==> src/rtl/ami_pkg.sv <==
// ami_pkg -- definitions shared by the AMI write-DMA block.
//   wdma_state_t : DMA sequencer states (IDLE -> AW -> DAT -> AW | WB -> IDLE)
//   BURST_INCR   : AXI incrementing burst encoding
//   RESP_OKAY    : AXI OKAY response encoding
//   BOUND_4K     : AXI bursts may not cross this byte boundary
package ami_pkg;

    typedef enum logic [1:0] {
        ST_IDLE = 2'd0,
        ST_AW   = 2'd1,
        ST_DAT  = 2'd2,
        ST_WB   = 2'd3
    } wdma_state_t;

    localparam logic [1:0] BURST_INCR = 2'b01;
    localparam logic [1:0] RESP_OKAY  = 2'b00;
    localparam int         BOUND_4K   = 4096;

endpackage

==> src/rtl/ami_rdly.sv <==
// ami_rdly -- fixed-latency shift register that carries {last, valid} of each
// RAM read alongside the RAM pipeline so the write beat appears exactly when
// the read data does.
//   ACLK, ARESETn : clock, asynchronous active-low reset (clears all stages)
//   shift_in      : {last, valid} of the read issued this cycle
//   shift_out     : {last, valid} of the read issued DEPTH cycles ago
//   busy          : any valid read still travelling through the line
module ami_rdly #(
    parameter int DEPTH = 9
) (
    input  logic       ACLK,
    input  logic       ARESETn,
    input  logic [1:0] shift_in,
    output logic [1:0] shift_out,
    output logic       busy
);

    logic [1:0] stage [DEPTH];

    always_ff @(posedge ACLK or negedge ARESETn) begin
        if (!ARESETn) begin
            for (int i = 0; i < DEPTH; i++) stage[i] <= 2'b00;
        end else begin
            stage[0] <= shift_in;
            for (int i = 1; i < DEPTH; i++) stage[i] <= stage[i-1];
        end
    end

    assign shift_out = stage[DEPTH-1];

    always_comb begin
        busy = 1'b0;
        for (int i = 0; i < DEPTH; i++) busy = busy | stage[i][0];
    end

endmodule

==> src/rtl/ami_wdma.sv <==
// ami_wdma -- write DMA: streams a block of local RAM words out as AXI write
// bursts, splitting at MAX_BL beats and at 4 KB boundaries.
//   ACLK / ARESETn           : clock, asynchronous active-low reset
//   cmd_*                    : command (ID, byte address, first RAM word, beats-1)
//   ram_re/ram_addr/ram_rdata: local RAM read port, RAM_WS cycles latency
//   usr_aw*                  : AXI write-address channel
//   usr_w*                   : AXI write-data channel; usr_wnafull throttles reads
//   usr_b*                   : AXI write-response channel (always ready)
//   done                     : one-cycle pulse when every burst has its response
//   err                      : sticky error, cleared when a command is accepted
// Build option: define AMI_WDMA_BRESP_CHK_EN to also flag non-OKAY write
// responses in err; otherwise only W-channel overflow sets err.
module ami_wdma
    import ami_pkg::*;
#(
    parameter int AXI_DW = 128,
    parameter int AXI_AW = 32,
    parameter int AXI_IW = 8,
    parameter int AXI_LW = 8,
    parameter int RAM_AW = 12,
    parameter int RAM_WS = 9,
    parameter int MAX_BL = 16
) (
    input  logic                ACLK,
    input  logic                ARESETn,
    input  logic                cmd_valid,
    output logic                cmd_ready,
    input  logic [AXI_IW-1:0]   cmd_id,
    input  logic [AXI_AW-1:0]   cmd_addr,
    input  logic [RAM_AW-1:0]   cmd_raddr,
    input  logic [15:0]         cmd_beats,
    output logic                ram_re,
    output logic [RAM_AW-1:0]   ram_addr,
    input  logic [AXI_DW-1:0]   ram_rdata,
    output logic [AXI_IW-1:0]   usr_awid,
    output logic [AXI_AW-1:0]   usr_awaddr,
    output logic [AXI_LW-1:0]   usr_awlen,
    output logic [2:0]          usr_awsize,
    output logic [1:0]          usr_awburst,
    output logic                usr_awvalid,
    input  logic                usr_awready,
    output logic [AXI_DW-1:0]   usr_wdata,
    output logic [AXI_DW/8-1:0] usr_wstrb,
    output logic                usr_wlast,
    output logic                usr_wvalid,
    input  logic                usr_wready,
    input  logic                usr_wnafull,
    input  logic [AXI_IW-1:0]   usr_bid,
    input  logic [1:0]          usr_bresp,
    input  logic                usr_bvalid,
    output logic                usr_bready,
    output logic                done,
    output logic                err
);

    localparam int          SZ       = $clog2(AXI_DW / 8);
    localparam logic [16:0] MAX_BL_V = 17'(MAX_BL);

    wdma_state_t       state, nxt;
    logic [AXI_IW-1:0] id_r;
    logic [AXI_AW-1:0] addr_r;
    logic [16:0]       rem_r;      // beats still to be read, up to 65536
    logic [16:0]       issued_r;   // reads issued in the current burst
    logic [16:0]       ocnt_r;     // bursts issued minus responses received
    logic [16:0]       bl;
    logic [12:0]       room;
    logic [16:0]       room_beats;
    logic              cmd_hs, aw_hs, last_re, inflight, bresp_bad;
    logic [1:0]        dly_out;
    logic              b_unused;

    assign cmd_hs  = cmd_valid & cmd_ready;
    assign aw_hs   = usr_awvalid & usr_awready;
    assign last_re = ram_re && (issued_r == bl - 17'd1);

    // Burst length: remaining beats, capped by MAX_BL and by the 4 KB boundary.
    // addr_r and rem_r only move on the last read of a burst, so bl is stable
    // for the whole AW phase and the matching DAT phase.
    always_comb begin
        room       = 13'(BOUND_4K) - {1'b0, addr_r[11:0]};
        room_beats = 17'(room >> SZ);
        bl         = rem_r;
        if (bl > MAX_BL_V)   bl = MAX_BL_V;
        if (bl > room_beats) bl = room_beats;
    end

    always_ff @(posedge ACLK or negedge ARESETn) begin
        if (!ARESETn) state <= ST_IDLE;
        else          state <= nxt;
    end

    always_comb begin
        nxt = state;
        case (state)
            ST_IDLE: if (cmd_hs) nxt = ST_AW;
            ST_AW:   if (aw_hs)  nxt = ST_DAT;
            // Next AW may go out while this burst's data is still in the RAM pipe.
            ST_DAT:  if (last_re) nxt = (rem_r != bl) ? ST_AW : ST_WB;
            ST_WB:   if (ocnt_r == 17'd0 && !inflight) nxt = ST_IDLE;
            default: nxt = ST_IDLE;
        endcase
    end

    always_comb begin
        cmd_ready   = (state == ST_IDLE);
        usr_awvalid = (state == ST_AW);
        ram_re      = (state == ST_DAT) && usr_wnafull && (issued_r < bl);
        done        = (state == ST_WB) && (ocnt_r == 17'd0) && !inflight;
    end

    always_ff @(posedge ACLK or negedge ARESETn) begin
        if (!ARESETn) begin
            id_r     <= '0;
            addr_r   <= '0;
            ram_addr <= '0;
            rem_r    <= '0;
            issued_r <= '0;
        end else if (cmd_hs) begin
            id_r     <= cmd_id;
            addr_r   <= cmd_addr;
            ram_addr <= cmd_raddr;
            rem_r    <= {1'b0, cmd_beats} + 17'd1;
            issued_r <= '0;
        end else if (ram_re) begin
            ram_addr <= ram_addr + 1'b1;
            if (last_re) begin
                issued_r <= '0;
                addr_r   <= addr_r + (AXI_AW'(bl) << SZ);
                rem_r    <= rem_r - bl;
            end else begin
                issued_r <= issued_r + 17'd1;
            end
        end
    end

    // usr_bready is tied high, so every usr_bvalid is a received response.
    always_ff @(posedge ACLK or negedge ARESETn) begin
        if (!ARESETn) begin
            ocnt_r <= '0;
        end else begin
            case ({aw_hs, usr_bvalid})
                2'b10:   ocnt_r <= ocnt_r + 17'd1;
                2'b01:   if (ocnt_r != 17'd0) ocnt_r <= ocnt_r - 17'd1;
                default: ocnt_r <= ocnt_r;
            endcase
        end
    end

`ifdef AMI_WDMA_BRESP_CHK_EN
    assign bresp_bad = usr_bvalid && (usr_bresp != RESP_OKAY);
`else
    assign bresp_bad = 1'b0;
`endif
    assign b_unused = ^{usr_bid, usr_bresp};

    // A beat offered while the W buffer cannot take it is lost; flag it.
    always_ff @(posedge ACLK or negedge ARESETn) begin
        if (!ARESETn)                                err <= 1'b0;
        else if ((usr_wvalid && !usr_wready) || bresp_bad) err <= 1'b1;
        else if (cmd_hs)                             err <= 1'b0;
    end

    ami_rdly #(
        .DEPTH     (RAM_WS)
    ) u_rdly (
        .ACLK      (ACLK),
        .ARESETn   (ARESETn),
        .shift_in  ({last_re, ram_re}),
        .shift_out (dly_out),
        .busy      (inflight)
    );

    assign usr_wvalid  = dly_out[0];
    assign usr_wlast   = dly_out[1];
    assign usr_wdata   = ram_rdata;
    assign usr_wstrb   = '1;
    assign usr_awid    = id_r;
    assign usr_awaddr  = addr_r;
    assign usr_awlen   = AXI_LW'(bl - 17'd1);
    assign usr_awsize  = 3'(SZ);
    assign usr_awburst = BURST_INCR;
    assign usr_bready  = 1'b1;

endmodule

==> config.mk <==
export PLATFORM = sky130hd
export DESIGN_NAME = ami_wdma
export DESIGN_NICKNAME = d
export VERILOG_FILES = /design/src/rtl/ami_pkg.sv /design/src/rtl/ami_rdly.sv /design/src/rtl/ami_wdma.sv
export SDC_FILE = /design/constraint.sdc
export NUM_CORES = 1
export LEC_CHECK = 0
export ABC_AREA = 1
export CORE_ASPECT_RATIO = 1.2
export CORE_MARGIN = 5
export CORE_UTILIZATION = 45
export CTS_CLUSTER_SIZE = 24
export DETAILED_ROUTE_END_ITERATION = 8
export PLACE_DENSITY = 0.82
export SLEW_MARGIN = 20
export SYNTH_ARGS = -nofsm -noshare
export SYNTH_HDL_FRONTEND = slang
export SYNTH_HIERARCHICAL = 1
export SYNTH_SLANG_ARGS = --single-unit
==> constraint.sdc <==
create_clock -name ACLK -period 7.9 [get_ports ACLK]
set_input_delay 1.58 -clock ACLK [delete_from_list [all_inputs] [get_ports ACLK]]
set_output_delay 1.58 -clock ACLK [all_outputs]
set_load 0.03 [all_outputs]
==> results of run 1 <==
-- final cells by class --
class,count,area (µm²),share of cell area [%]
clock buffers,20,437,3.41
clock inverters,12,188,1.47
flip-flops and latches,124,3100,24.3
inverters,147,552,4.31
well taps,330,413,3.23
multi-input cells,1265,6650,52.0
repair buffers,146,1450,11.3
-- cells in the final DEF, fill, tap and decap left out, drive strengths merged, types with 6 or more instances in the layout --
cell | synthesis | routed
clkdlybuf4s50 | 0 | 140
conb | 2 | 49
nand3 | 145 | 145
a31oi | 15 | 15
ha | 78 | 78
o21ai | 76 | 76
nor2 | 151 | 151
or2 | 15 | 15
nand4 | 34 | 34
nand3b | 7 | 7
xor2 | 35 | 35
a21oi | 69 | 69
xnor2 | 12 | 12
buf | 169 | 6
nand2 | 503 | 503
dfrtp | 124 | 124
inv | 145 | 148
clkbuf | 20 | 20
nor3 | 16 | 16
nor4 | 8 | 8
-- sequential cells by signal (all words and copies together), names as in the netlist --
register	cells
ocnt_r	17
state	2
rem_r	17
issued_r	17
u_rdly/stage	16
usr_awid	8
err	1
usr_awaddr	32
ram_addr	12
u_rdly/shift_out	2
-- cell usage after synthesis, types with 2 or more instances --
cell       instances  area share, %
buf_1              6           0.20
a31oi_1           15           0.82
ha_1              78            8.5
o2111ai_1          2           0.15
inv_2              5           0.16
o22ai_1            4           0.22
inv_1            140            4.6
a211oi_1           3           0.20
or2_2             14           0.76
o211ai_1           5           0.33
and3_1             3           0.16
nor2_4             4           0.39
nand3_1          139            6.1
or3_1              2           0.11
nor2_2             2           0.11
buf_4            152             10
fa_1               3           0.52
o21a_1             3           0.20
nor4_1             8           0.44
buf_6              8           0.79
nand2_1          495             16
a21o_1             4           0.26
a31o_2             3           0.23
clkbuf_1          20           0.65
dfrtp_1          124             27
o21ai_0           74            3.2
conb_1             2          0.066
xnor2_1           12           0.92
o21bai_1           2           0.13
nand3_4            2           0.31
o31ai_1            4           0.26
buf_2              3           0.13
nor3_1            16           0.70
o221ai_1           2           0.15
nand2_2            7           0.38
nand4_1           33            1.8
nor2_1           144            4.7
a21boi_0           3           0.20
a21oi_1           68            3.0
xor2_1            35            2.7
nand3b_1           7           0.46
nand3_2            4           0.35
clkinv_1           2          0.066
-- cell families (layout without fill, tap and decap cells) --
| group | Yosys count | count (layout) |
|---|---|---|
| AOI/OAI and AO/OA | 201 | 201 |
| and+or+nand+nor | 886 | 886 |
| adders and majority gates | 81 | 81 |
| buffers and inverters | 336 | 325 |
| xor gates and xnor gates | 47 | 47 |
| other | 2 | 49 |
| muxes | 1 | 1 |
| DFF | 124 | 124 |
-- layer usage --
metal / vias up / routed length, µm
li1: 5345 / -
met1: 4927 / 12400
met2: 381 / 16200
met3: 179 / 2930
met4: 0 / 2550
met5: - / 0
-- power by group --
part,internal [mW],total [mW],switching [mW]
combinational,1.19,3.24,2.05
sequential,0.873,1.14,0.266
clock,0.533,0.849,0.316
total,2.60,5.23,2.63
-- critical path: stages (launching register included) --
cell,delay [ps]
dfrtp_1,480
nor2_1,200
nand2_1,120
nor2_4,170
nand3b_1,200
nand2_1,100
nand2_1,80
ha_1,300
nand2_1,80
nor2_1,50
nand3_2,210
nand2_4,190
nor2_1,380
inv_1,160
ha_1,320
a21oi_1,150
o31a_1,140
nand2_1,50
nand2_1,60
nand4_1,290
inv_2,350
clkdlybuf4s50_1,730
-- worst paths after layout --
| check | startpoint | endpoint | slack (ps) |
|---|---|---|---|
| setup reg to reg | usr_awaddr[5]$_DFFE_PN0P_ | issued_r[6]$_DFFE_PN0P_ | 2100 |
| min in group asynchronous | ARESETn | ocnt_r[1]$_DFFE_PN0P_ | 1100 |
| setup / recovery | usr_awaddr[5]$_DFFE_PN0P_ | ram_re | 1080 |
| max in group asynchronous | ARESETn | ram_addr[7]$_DFFE_PN0P_ | 5450 |
| hold / removal | u_rdly/stage[7]$_DFF_PN0_ | u_rdly/stage[5]$_DFF_PN0_ | 350 |
| hold reg to reg | u_rdly/stage[7]$_DFF_PN0_ | u_rdly/stage[5]$_DFF_PN0_ | 350 |
==> flow_summary.yaml, run 1 <==
outcome:
  status: "completed"
global_routing:
  wire_length_of_the_first_global_routing_pass_mm: 54.2
  gr_util_met1_pct: 24.9
  grt_start_max_net_pins: 71
  global_route.overflow_total: 0
  grt_met2_use_pct: 39.9
  first_global_vias: 10800
  grt_antenna_before_repair: 0
  globalRoute.busiestLayer: "met2"
  met3_usage_pct: 7.20
  global_route.usage.total_pct: 23.5
clocking:
  cts_made_buffers: 17
  clk_transition_reported_paths_ps: 60
  cts_buffer_depth: 2
  numClockSinks: 124
  cts_tree: "yes"
  quantity_of_hold_fixing_buffers_added_after_cts: 0
  insertion_delay_ps: 430
  cts_setup_buffers: 0
  postCtsResizedCells: 0
  cts_root_buf: "clkbuf_16"
  cts_max_level: 4
power:
  p_total_mw: 5.23
  power_density_nw_per_um2: 409
  power.static_leakage_nw: 6.44
  maximum_resistive_drop_on_vdd_mv: 0.207
finish:
  layout-drive-gt1-share_pct: 4.84
  finalNetCount: 1995
  instances_no_fill: 2044
  final_core_utilization_pct: 50.6
  non_filler_cell_area_final_um2: 12800
  antenna-diode-count: 0
  final.fill_count: 2487
  area_growth_pct: 11.6
floorplan:
  rows: 64
  num_io_pins: 430
  initial_utilization_pct: 45.3
  design.die.area_um2: 28800
  die_y_um: 185
  floorplan.core_area_um2: 25300
  die_w_um: 156
detailed_routing:
  route.antenna.remaining_nets: 0
  routed_wire_length_per_instance_um: 16.7
  drc_errors: 0
  drt_wl_total_mm: 34.1
  detailedRoute.firstPassIterationCount: 5
  drt-vias-per-instance: 5.30
  via_count: 10800
  number_of_drc_markers_in_iteration_0: 653
sta:
  timing.final.setup_violations: 0
  layout_min_cycle_time_ps: 6820
  fin_worst_hold_slack_ps: 347
  postLayoutSetupSlackWorst_ps: 1080
  worst_slew_margin_rel_pct: 37.6
  rsz_0062_raised_after_global_routing: "no"
  tightest_slew_ps: 936
  final_max_slew_viol_count: 0
  finalSetupTns_ps: 0
  post-route-period-util_pct: 86.4
  max_freq_ghz: 0.147
  hold_viol_final: 0
  worst_clock_skew_ps: 12.3
yosys:
  seq_area_frac_synth_pct: 27.1
  post_synth_mux_area_share_pct: 0.0873
  postSynth.asyncResetShare_pct: 100
  synth_flop_cell: "dfrtp_1"
  ys.warnings.count: 6
  synth_cell_types: 59
  post_synth.cell_area_avg_um2: 6.83
  synthXorXnorAreaFrac_pct: 3.59
  yosys.area_share.simple_pct: 33.5
  synth_enable_flop_cells: 0
  synth.ff_latch_count: 124
  synth_adder_area_share_pct: 9.04
  syn_area_um2: 11500
  synth_compound_gate_area_share_pct: 10.1
  post_synth_inst_count: 1678
  synth_top_family_by_area: "simple AND/OR/NAND/NOR gates"
placement:
  dpl.hpwl_mm: 26.0
  gp_routability_congestion: 0.930
  io_buf_count: 141
  post-place-cells: 2012
  dpl-instance-area_um2: 12200
  preCtsSetupSlack_ps: 1540
setup_path:
  critical_path.max_fanout: 14
  worst-r2r-cell-count: 28
  criticalPathCategory: "register to output pin"
  worst-endpoint-arrival_ps: 5240
  worst_setup_path_end_kind: "output pin"
  startpoint_type: "register"
  critical_path_required_ps: 6320
min_path:
  hold_path_class: "register to register"
  worstHoldPathCells: 0
flow_run:
  max_cap_viol_count: 0
(Power assumes the default switching activity.)
==> run 2, diff against run 1 <==
CTS_CLUSTER_SIZE = default   (was 24)
RECOVER_POWER = 50   (was default)
==> run 2 against run 1 <==
Combinational power about the same. Non-clock buffer count unchanged. Sequential share of layout area about the same. Clock-buffer cell count unchanged. Via count increased by 0.29%. Die area did not move. The flow now finishes with violations (capacitance limit, slew limit). Register-to-register slack hardly changed. Routed wire length about the same. Critical path type unchanged. Critical endpoint unchanged. Global-route usage unchanged. Clock power barely moved. Fmax hardly changed. Largest cell class unchanged.
==> flow_summary.yaml, run 2 (synthesized netlist as in run 1, its figures left out) <==
setup_path:
  path_cells: "nor2_1, nand2_1, nor2_4, nand3b_1, nand2_1, nand2_1, ha_1, nand2_1, nor2_1, nand3_2, nand2_4, nor2_1, inv_1, ha_1, a21oi_1, o31a_1, nand2_1, nand2_1, nand4_1, inv_2, clkdlybuf4s50_1"
  cp_top_family: "simple AND/OR/NAND/NOR gates"
  worst-r2r-cell-count: 28
  regToRegStartpoint: "usr_awaddr[5]$_DFFE_PN0P_"
  critical_path.max_fanout: 14
  critical_path_required_ps: 6320
  worst_setup_path_end_kind: "output pin"
  timing.critical_path.buf_inv: 3
  critical-path-top-cell-by-count: "nand2_1"
  critical_path.reg2reg.endpoint: "issued_r[6]$_DFFE_PN0P_"
  startpoint_type: "register"
  worst-endpoint-arrival_ps: 5240
  r2r_setup_slack_ps: 2100
  cpPeakStageDelay_ps: 730
  criticalPathCategory: "register to output pin"
  critPathSlowestCell: "clkdlybuf4s50_1"
floorplan:
  die_w_um: 156
  die_y_um: 185
  rows: 64
  num_io_pins: 430
  initial_utilization_pct: 45.3
  floorplan.core_area_um2: 25300
  design.die.area_um2: 28800
placement:
  gp_routability_congestion: 0.930
  dpl-instance-area_um2: 12200
  preCtsSetupSlack_ps: 1540
  dpl.hpwl_mm: 26.0
  io_buf_count: 141
sta:
  worst_clock_skew_ps: 13.2
  postLayoutSetupSlackWorst_ps: 1080
  post-route-period-util_pct: 86.4
  layout_min_cycle_time_ps: 6820
  hold_viol_final: 0
  max_freq_ghz: 0.147
  tightest_slew_ps: 3150
  finalSetupTns_ps: 0
  final_max_slew_viol_count: 188
  timing.final.setup_violations: 0
  rsz_0062_raised_after_global_routing: "no"
  worst_slew_margin_rel_pct: -110
finish:
  final_core_utilization_pct: 50.5
  finalNetCount: 1995
  layout_commonest_cell: "nand2_1"
  largest_register_ffs: 32
  layout-drive-gt1-share_pct: 4.73
  layout_common_cells: "nand2_1 (495), nor2_1 (144), inv_1 (140), nand3_1 (139), dfrtp_1 (124)"
  final.fill_count: 2488
  antenna-diode-count: 0
  area_growth_pct: 11.4
  non_filler_cell_area_final_um2: 12800
detailed_routing:
  number_of_drc_markers_in_iteration_0: 631
  routed_wire_length_per_instance_um: 16.6
  drt-vias-per-instance: 5.31
  drc_errors: 0
  route.antenna.remaining_nets: 0
  detailedRoute.firstPassIterationCount: 5
  via_count: 10900
  drt_wl_total_mm: 34.0
clocking:
  cts_root_buf: "clkbuf_16"
  quantity_of_hold_fixing_buffers_added_after_cts: 0
  numClockSinks: 124
  cts_made_buffers: 17
  cts_max_level: 4
  cts_buffer_depth: 2
  cts_setup_buffers: 0
  insertion_delay_ps: 430
  postCtsResizedCells: 0
  clk_transition_reported_paths_ps: 60
  cts_tree: "yes"
power:
  clockPowerShare_pct: 16.3
  switchingPower_mw: 2.62
  maximum_resistive_drop_on_vdd_mv: 0.202
  p_total_mw: 5.21
  power_switching_share_pct: 50.4
  power.static_leakage_nw: 6.46
  power_density_nw_per_um2: 407
  p_seq_share_pct: 21.8
  comb_power_share_pct: 61.9
  internal-power_mw: 2.58
global_routing:
  global_route.overflow_total: 0
  wire_length_of_the_first_global_routing_pass_mm: 54.2
  grt_antenna_before_repair: 0
  grt_start_max_net_pins: 71
  first_global_vias: 10800
  global_route.usage.total_pct: 23.5
outcome:
  failed_checks: "capacitance limit, slew limit"
  status: "complete, but fails checks"
min_path:
  worstHoldPathCells: 0
  hold_path_class: "register to register"
  worstHoldEndpoint: "u_rdly/stage[5]$_DFF_PN0_"
  timing.hold.worst.start: "u_rdly/stage[7]$_DFF_PN0_"
flow_run:
  max_cap_viol_count: 3
## run 2: layout make-up
class	instances	area [µm²]	area share, %
clock buffer	20	437	3.42
sequential	124	3100	24.3
inverter	147	552	4.32
clock inverter	12	188	1.47
multi-input combinational	1265	6640	52.0
tap	330	413	3.23
timing repair buffer	146	1440	11.3
## run 2: power by group through the flow
stage,Clock (mW),Combinational (mW),Sequential [mW]
4_1_cts,0.864,3.22,1.14
2_1_floorplan,0,2.23,1.30
3_5_place_dp,0,3.19,1.14
6_report,0.848,3.22,1.14
3_3_place_gp,0,3.12,1.13
5_1_grt,0.890,3.61,1.17
## run 2: worst max path at each step
stage,startpoint,depth (start not counted),end,slack [ps]
after floorplan,usr_awaddr[5]$_DFFE_PN0P_,23,ram_re,2800
after global placement,usr_awaddr[5]$_DFFE_PN0P_,21,ram_re,1660
after detailed placement,usr_awaddr[5]$_DFFE_PN0P_,21,ram_re,1540
after CTS,usr_awaddr[5]$_DFFE_PN0P_,21,ram_re,1070
after global routing,rem_r[13]$_DFFE_PN0P_,21,ram_re,780
final,usr_awaddr[5]$_DFFE_PN0P_,21,ram_re,1080
## run 2: per-layer routing
layer,track usage (%),vias up,share of wire (%)
met5,0,-,0
met3,7.20,179,8.8
met2,39.9,406,48
li1,-,5342,-
met1,24.9,4936,36
met4,16.4,0,7.4
## run 2: stage by stage
stage | hold WS (ps) | instances
after floorplan | 331 | 1725
after global placement | 338 | 2012
after detailed placement | 336 | 2012
after CTS | 346 | 2044
after global routing | 356 | 2044
final | 346 | 2044
==> run 3, diff against run 2 <==
CTS_CLUSTER_DIAMETER = 40   (was default)
MAX_ROUTING_LAYER = met4   (was default)
==> run 3 against run 2 <==
The flow still finishes with violations (capacitance limit, slew limit). Worst hold slack improved by 0.77 ps. Sequential share of layout area about the same. Final cell count is the same. Critical path depth is the same. Register-to-register slack gained 30 ps. Via count increased by 1.0%. Routed wire length up 1.9%. Largest power group unchanged.
==> flow_summary.yaml, run 3 (synthesized netlist as in run 1, its figures left out) <==
clocking:
  cts_buffer_depth: 2
  insertion_delay_ps: 430
  postCtsResizedCells: 0
  numClockSinks: 124
  cts_tree: "yes"
  cts_made_buffers: 17
  cts_setup_buffers: 0
  quantity_of_hold_fixing_buffers_added_after_cts: 0
  cts_max_level: 4
  cts_root_buf: "clkbuf_16"
  clk_transition_reported_paths_ps: 60
detailed_routing:
  route.antenna.remaining_nets: 0
  drt-vias-per-instance: 5.37
  drc_errors: 0
  highest_layer: "met4"
  via_count: 11000
  met1_length_mm: 12.3
  detailedRoute.firstPassIterationCount: 6
  wl_met2_mm: 16.6
  number_of_drc_markers_in_iteration_0: 563
  drt_wl_total_mm: 34.7
  wl_met3_mm: 3.03
  routed_wire_length_per_instance_um: 17.0
floorplan:
  die_w_um: 156
  initial_utilization_pct: 45.3
  design.die.area_um2: 28800
  num_io_pins: 430
  rows: 64
  floorplan.core_area_um2: 25300
  die_y_um: 185
global_routing:
  first_global_vias: 11100
  grt_antenna_before_repair: 0
  wire_length_of_the_first_global_routing_pass_mm: 55.4
  grt_start_max_net_pins: 70
  global_route.usage.total_pct: 24.8
  global_route.overflow_total: 0
placement:
  post-place-cells: 2013
  gp_routability_congestion: 0.959
  dpl.hpwl_mm: 26.6
  dpl-instance-area_um2: 12200
  io_buf_count: 141
setup_path:
  cpPeakStageDelay_ps: 730
  criticalPathCategory: "register to output pin"
  critical-path-top-cell-by-count: "nand2_1"
  path_cells: "nor2_1, nand2_1, nor2_4, nand3b_1, nand2_1, nand2_1, ha_1, nand2_1, nor2_1, nand3_2, nand2_4, nor2_1, inv_1, ha_1, a21oi_1, o31a_1, nand2_1, nand2_1, nand4_1, inv_2, clkdlybuf4s50_1"
  startpoint_type: "register"
  cp_top_family: "simple AND/OR/NAND/NOR gates"
  timing.critical_path.buf_inv: 3
  critical_path_required_ps: 6320
  critPathSlowestCell: "clkdlybuf4s50_1"
  worst-endpoint-arrival_ps: 5260
  worst_setup_path_end_kind: "output pin"
  critical_path.max_fanout: 14
power:
  power_density_nw_per_um2: 408
  power_switching_share_pct: 50.7
  switchingPower_mw: 2.65
  internal-power_mw: 2.57
  clockPowerShare_pct: 16.2
  power.static_leakage_nw: 6.46
  p_total_mw: 5.22
  p_seq_share_pct: 21.9
  maximum_resistive_drop_on_vdd_mv: 0.206
  comb_power_share_pct: 61.9
sta:
  hold_viol_final: 0
  post-route-period-util_pct: 86.5
  worst_clock_skew_ps: 14.8
  rsz_0062_raised_after_global_routing: "no"
  final_max_slew_viol_count: 165
  timing.final.setup_violations: 0
  worst_slew_margin_rel_pct: -112
  tightest_slew_ps: 3170
  max_freq_ghz: 0.146
  layout_min_cycle_time_ps: 6840
  finalSetupTns_ps: 0
outcome:
  status: "complete, but fails checks"
  failed_checks: "capacitance limit, slew limit"
finish:
  instances_no_fill: 2044
  layout_common_cells: "nand2_1 (494), nor2_1 (144), inv_1 (140), nand3_1 (139), dfrtp_1 (124)"
  non_filler_cell_area_final_um2: 12800
  final.fill_count: 2490
  regArea_um2: 3100
  finalNetCount: 1996
  multi_input_comb_area_um2: 6650
  antenna-diode-count: 0
  layout-drive-gt1-share_pct: 4.84
  area_growth_pct: 11.5
  largest_register_ffs: 32
  layout_commonest_cell: "nand2_1"
min_path:
  hold_path_class: "register to register"
flow_run:
  max_cap_viol_count: 3
[run 3: cell types whose count changed in the layout (fill, tap and decap cells not counted), sizes merged]
| cell | before | now |
|---|---|---|
| clkbuf | 22 | 21 |
| clkinv | 5 | 6 |
| inv | 148 | 147 |
| clkdlybuf4s50 | 113 | 112 |
| dlygate4sd3 | 27 | 28 |
| clkinvlp | 2 | 3 |
[run 3: area by class of cell]
class	count	area share [%]
Clock inverter	13	1.50
Multi-Input combinational cell	1265	52.0
Inverter	147	4.32
Tap cell	330	3.23
Clock buffer	18	3.36
Sequential cell	124	24.3
Timing Repair Buffer	147	11.3
[run 3: stage by stage]
step	worst slack [ps]	util (%)	hold WS (ps)
2_1_floorplan	2800	-	331
3_3_place_gp	1650	48.1	338
3_5_place_dp	1610	48.1	336
4_1_cts	1110	50.6	347
5_1_grt	725	50.5	350
6_report	1060	50.5	347
[run 3: layer usage]
metal	global-route usage [%]	up-vias
li1	-	5341
met4	18.2	0
met2	41.4	389
met3	6.89	197
met5	-	-
met1	24.6	5047
[run 3: power groups by stage]
stage                     logic (mW)  registers (mW)  clock network [mW]
after floorplan                 2.23            1.30                   0
after global placement          3.13            1.14                   0
after detailed placement        3.21            1.14                   0
after CTS                       3.23            1.14               0.860
after global routing            3.62            1.18               0.885
final                           3.23            1.14               0.848
[run 3: final timing paths]
path | from | cells past startpoint | slack, ps | endpoint
setup / recovery | usr_awaddr[5]$_DFFE_PN0P_ | 21 | 1060 | ram_re
hold / removal | u_rdly/stage[7]$_DFF_PN0_ | 0 | 350 | u_rdly/stage[5]$_DFF_PN0_
setup reg to reg | usr_awaddr[5]$_DFFE_PN0P_ | 24 | 2130 | issued_r[8]$_DFFE_PN0P_
hold reg to reg | u_rdly/stage[7]$_DFF_PN0_ | 0 | 350 | u_rdly/stage[5]$_DFF_PN0_
max in group asynchronous | ARESETn | 2 | 2660 | usr_awaddr[12]$_DFFE_PN0P_
min in group asynchronous | ARESETn | 1 | 2180 | ocnt_r[1]$_DFFE_PN0P_
